## src/rtl/countdown_timer.sv

```systemverilog
// Programmable down-counting timer qualified by clk_enable, with a one-cycle
// done pulse on expiry and optional auto-reload from the last loaded value.
module countdown_timer #(
    parameter int WIDTH = 6
) (
    input  logic             clk,
    input  logic             rst_n,
    input  logic             clk_enable,
    input  logic             load,
    input  logic [WIDTH-1:0] load_value,
    input  logic             start,
    input  logic             stop,
    input  logic             auto_reload,
    output logic [WIDTH-1:0] current_count,
    output logic             busy,
    output logic             done,
    output logic             expired
);

    typedef enum logic [1:0] {
        IDLE    = 2'd0,
        RUN     = 2'd1,
        HOLD    = 2'd2,
        EXPIRED = 2'd3
    } state_t;

    localparam logic [WIDTH-1:0] ZERO = '0;
    localparam logic [WIDTH-1:0] ONE  = WIDTH'(1);

    state_t           state_q, state_d;
    logic [WIDTH-1:0] count_q, count_d;
    logic [WIDTH-1:0] reload_q, reload_d;
    logic             done_q, done_d;

    always_ff @(posedge clk or negedge rst_n) begin
        if (!rst_n) begin
            state_q  <= IDLE;
            count_q  <= '0;
            reload_q <= '0;
            done_q   <= 1'b0;
        end else begin
            state_q  <= state_d;
            count_q  <= count_d;
            reload_q <= reload_d;
            done_q   <= done_d;
        end
    end

    // Priority is load > stop > start > tick; start only acts outside RUN and
    // tick only inside RUN, so those two never compete for the same cycle.
    always_comb begin
        state_d  = state_q;
        count_d  = count_q;
        reload_d = reload_q;
        done_d   = 1'b0;

        if (load) begin
            count_d  = load_value;
            reload_d = load_value;
            state_d  = IDLE;
        end else if (stop) begin
            if (state_q == RUN) begin
                state_d = HOLD;
            end
        end else if (state_q == IDLE || state_q == HOLD) begin
            if (start && count_q != ZERO) begin
                state_d = RUN;
            end
        end else if (state_q == RUN && clk_enable) begin
            if (count_q > ONE) begin
                count_d = count_q - ONE;
            end else if (count_q == ONE) begin
                done_d = 1'b1;
                if (auto_reload) begin
                    count_d = reload_q;
                end else begin
                    count_d = ZERO;
                    state_d = EXPIRED;
                end
            end
        end
    end

    assign current_count = count_q;
    assign busy          = (state_q == RUN);
    assign expired       = (state_q == EXPIRED);
    assign done          = done_q;

endmodule
```

## config.mk

```make
export PLATFORM = sky130hd
export DESIGN_NAME = countdown_timer
export DESIGN_NICKNAME = d
export VERILOG_FILES = /design/src/rtl/countdown_timer.sv
export SDC_FILE = /design/constraint.sdc
export NUM_CORES = 1
export LEC_CHECK = 0
export BUFFER_PORTS_ARGS = -buffer_cell sky130_fd_sc_hd__buf_2
export CAP_MARGIN = 20
export CORE_UTILIZATION = 51
export DETAILED_ROUTE_END_ITERATION = 10
export PLACE_DENSITY = 0.76
export SETUP_SLACK_MARGIN = 0.1
export SLEW_MARGIN = 20
export SYNTH_ARGS = -nofsm -noshare
export SYNTH_HDL_FRONTEND = slang
export SYNTH_SLANG_ARGS = --single-unit
```

## constraint.sdc

```tcl
create_clock -name clk -period 1.98 [get_ports clk]
set_input_delay 0 -clock clk [delete_from_list [all_inputs] [get_ports clk]]
set_output_delay 0 -clock clk [all_outputs]
set_load 0.1 [all_outputs]
```

# Yosys cells after proc, flatten, opt, wreduce, memory -nomap -nowiden
# Index checks and enable logic that the tools add are counted.
# word_totals
reg_bits	15
input_bits	13
output_inout_bits	9
elab_cells	49
# classes
addsub	1
order_cmp	1
n_eq_ne	10
muxes	22
n_reduce_logical	11
# ops
op	n
$mux 6	7
$mux 2	9
$ne 4x3->1 const B	2
$reduce_bool 4->1	2
$eq 6x1->1 const B	1
$gt 6x1->1 const B	1
$mux 1	6
$reduce_and 6->1	1
$reduce_bool 6->1	1
$sub 6x1->6 const B	1
$eq 2x2->1 const B	2
$ne 2x2->1 const B	2
$ne 4x4->1 const B	1
$reduce_and 4->1	1
$ne 3x2->1 const B	1
$reduce_bool 3->1	1
$eq 2x1->1 const B	1
$logic_and 1x1->1	2
$logic_not 2->1	1
$reduce_bool 2->1	1
$logic_or 1x1->1	1

# Depth between registers and ports, before layout
# depth
ltp_word	7
mapped_depth	7
ltp_nobuf	6

# Worst setup path before layout
# OpenSTA, ideal clock, no wires.
# synth_timing
path_kind	reg-to-reg
from	register count_q[0] (netlist: current_count[0])
to	register count_q[3] (netlist: current_count[3])
t_arrival_ps	2453
t_required_ps	1893
slack_ps	-559
path_stages_with_launch	8
period_less_slack_ps	2539
cell_sequence	dfrtp_1 -> inv_1 -> ha_1 -> or2_2 -> clkbuf_1 -> a21o_2 -> a211o_1 -> o211ai_1
# synth_between
elab_chain_len	6
word_cells_on_any_way	10
# synth_rtl
element	line_no	source
start: declaration	31	logic [WIDTH-1:0] count_q, count_d;
start signal: assignment	43	count_q <= count_d;
$sub 6x1->6 or $gt 6x1->1 (tied branches)	71, 70	
$mux 6	70	if (count_q > ONE) begin
$mux 6	69	end else if (state_q == RUN && clk_enable) begin
$mux 6	65	end else if (state_q == IDLE || state_q == HOLD) begin
$mux 6	61	end else if (stop) begin
$mux 6	57	if (load) begin
# Parallel ways exist; a longest one is shown, timed or not. The select of a mux whose other input is x is not followed.
# A chain may end at the register's enable or synchronous reset.

# Worst setup path after layout
# layout_timing
from	register count_q[4] (netlist: current_count[4])
to	register count_q[2] (netlist: current_count[2])
# layout_between
elab_chain_len	6
word_cells_on_any_way	9
# layout_rtl
element	line_no
$gt 6x1->1	70
$mux 6	70
$mux 6	69
$mux 6	65
$mux 6	61
$mux 6	57
# Parallel ways exist; a longest one is shown, timed or not. The select of a mux whose other input is x is not followed.

==> metrics.md <==
| Metric | Value |
|---|---|
| Status | `finished clean` |
| #FFs+latches synth | `15` |
| Fill count | `124` |
| Post-synth top flop | `dfrtp_1` |
| Port Buf Inserts | `21` |
| Clock Path Buffers | `2` |
| Place WS | `88.1 ps` |
| Headroom to the max-slew limit | `67.4%` |
| Final setup TNS | `0 ps` |
| Launch point of the critical path | `current_count[4]` |
| Vias in the first global route | `843` |
| Cell accounting for the most synthesized area | `dfrtp_1` |
| Max Slew Vio Count | `0` |
| ANT cells | `0` |
| RSZ-0062 raised after global routing | `true` |
| Layout Skew | `2.29 ps` |
| Die Wd | `44.6 um` |
| # Max-Cap Violations | `0` |
| Setup violators final | `0` |
| Final min period | `1890 ps` |
| Worst-path clk slew | `90 ps` |
| Syn_nets | `120` |
| Std cell rows | `15` |
| DR pass1 iterations | `4` |
| Nets | `156` |
| Synth warn | `0` |
| Post-synth top area share | `40.6%` |
| Dpl hpwl | `1480 um` |
| Mean post-synth cell area | `8.89 um^2` |
| Critical Path RT | `2180 ps` |
| Cell Area, Synth | `925 um^2` |
| CTS Buf Count | `3` |
| FFs w/ async S/R, synth | `100%` |
| DRC viols | `0` |
| Mapped Cells | `104` |
| Synth area leaders | `dfrtp_1, inv_1, ha_1` |
| Routed length per instance | `14.1 um` |
| Crit-path max FO | `5` |
| Least-Margin Pin Slew | `493 ps` |
| Hold crit path type | `in2reg` |
| Commonest cells after routing, fill and taps aside | `buf_2, inv_1, nand2_1, dfrtp_1, dlygate4sd3_1` |
| Overall Global Routing Usage | `26.3%` |
| Cell Pwr Density | `679 nW/um^2` |
| Core footprint | `1710 um^2` |
| Sequential fraction of the synthesis area | `40.6%` |
| CP Data Arrival Time | `2080 ps` |
| Die area | `1990 um^2` |
| Synth cell types | `42` |
| Global route overflow | `0` |
| Initial Util | `54.1%` |
| Layout cell share with drive strength beyond 1 | `37.4%` |
| Post-route clock period utilization | `95.2%` |
| CTS Sinks | `15` |
| Crit path launch type | `flip-flop` |
| CTS resizes | `0` |
| Post-route ant nets | `0` |
| Initial drt markers | `39` |
| Die Span Y | `44.6 um` |
| Routed WL | `2310 um` |
| Pleak | `0.000565 uW` |
| Worst R2R Start | `current_count[4]` |
| CTS tree | `done` |
| Max Freq | `530 MHz` |
| Fin. Hold Viols | `0` |
| Worst hold slack | `117 ps` |
| Critical path type | `reg2reg` |
| Commonest non-fill, non-tap cell in the layout | `buf_2` |
| Hold Crit Start | `start` |
| DR vias/cell | `5.66` |
| Io pins | `22` |
| CTS root buffer | `clkbuf_4` |
| Area Overhead vs Synth | `37.8%` |
| Crit path capture type | `flip-flop` |
| Clk Latency, worst-skew pair | `290 ps` |
| First-pass GRT wire length | `3730 um` |
| EDFF count, synth | `0` |
| Largest net degree at the start of global routing | `27` |
| H-tree levels | `1` |
| Setup slack after layout | `94.9 ps` |
| Placer Congestion | `0.820` |
| Via Count | `929` |
| Peak VDD IR | `0.363 mV` |
| Initial antenna violation count | `0` |
[cells in the mapped netlist, types with 2 or more instances]
cell      count
and4_1        2
dfrtp_1      15
or3_1         2
o211ai_1      2
inv_1        12
nor4_1        3
a211o_1       2
a211oi_1      2
a21oi_1       5
clkbuf_1      2
nand2_1       9
nor3_1        5
o21ai_0       6
nor2_1        6
buf_4         2
ha_1          3
[sequential cells by signal (all words and copies together), names as in the netlist]
name	cells
current_count	6
done	1
state_q	2
reload_q	6
[worst max-delay path, cell delays in order, from the launching register on]
cell     delay [ps]
dfrtp_4         490
or4_4           570
or3_1           370
and4_1          160
o31ai_2         200
[report_power, final]
part	total [uW]	internal, uW	leakage (uW)	switching (uW)
clock network	184	78.4	0.0000150	106
logic	316	105	0.000370	212
registers	365	338	0.000180	27.2
total	865	521	0.000565	344
[cells by family after synthesis]
kind of cell / synth area share (%)
DFF: 40.6
adders and majority gates: 4.06
muxes: 1.22
AOI/OAI and AO/OA: 24.2
and+or+nand+nor: 22.1
buffers and inverters: 7.85
[per-stage QoR]
stage | utilization (%) | area, um^2 | cells | power (uW)
floorplan | - | 1020 | 104 | 600
global placement | 66.0 | 1130 | 147 | 654
detailed placement | 66.0 | 1130 | 147 | 659
CTS | 74.1 | 1270 | 163 | 862
global route | 74.6 | 1270 | 164 | 903
finish | 74.6 | 1270 | 164 | 865
[what timing repair did]
item                                   CTS  global route
pin swaps                                1             1
gates cloned                             0             0
endpoints found under the hold margin   27             0
hold buffers                             9             0
setup endpoints to repair                3             3
setup buffers                            3             1
[area by class of cell]
class	instances	area, um^2	share of cell area, %
clock buffers	4	26.3	2.06
well taps	25	31.3	2.46
multi-input cells	72	531	41.7
flip-flops and latches	15	395	31.0
inverters	12	50.0	3.93
repair buffers	36	240	18.9
[worst paths after layout]
path / end / slack [ps] / cells past startpoint
max in group asynchronous: current_count[5] / 1550 / 2
setup / recovery: current_count[2] / 90 / 4
setup reg to reg: current_count[2] / 90 / 4
min in group asynchronous: state_q[0] / 140 / 2
hold / removal: state_q[0] / 120 / 5
hold reg to reg: reload_q[5] / 520 / 1
[metal layers]
metal	track usage (%)	wire, um	vias to the layer above
met5	0	0	-
met4	13.3	45	0
met3	3.67	132	4
met2	41.8	1140	33
met1	34.9	992	436
li1	-	-	456
Power figures use the tool's default switching activity.
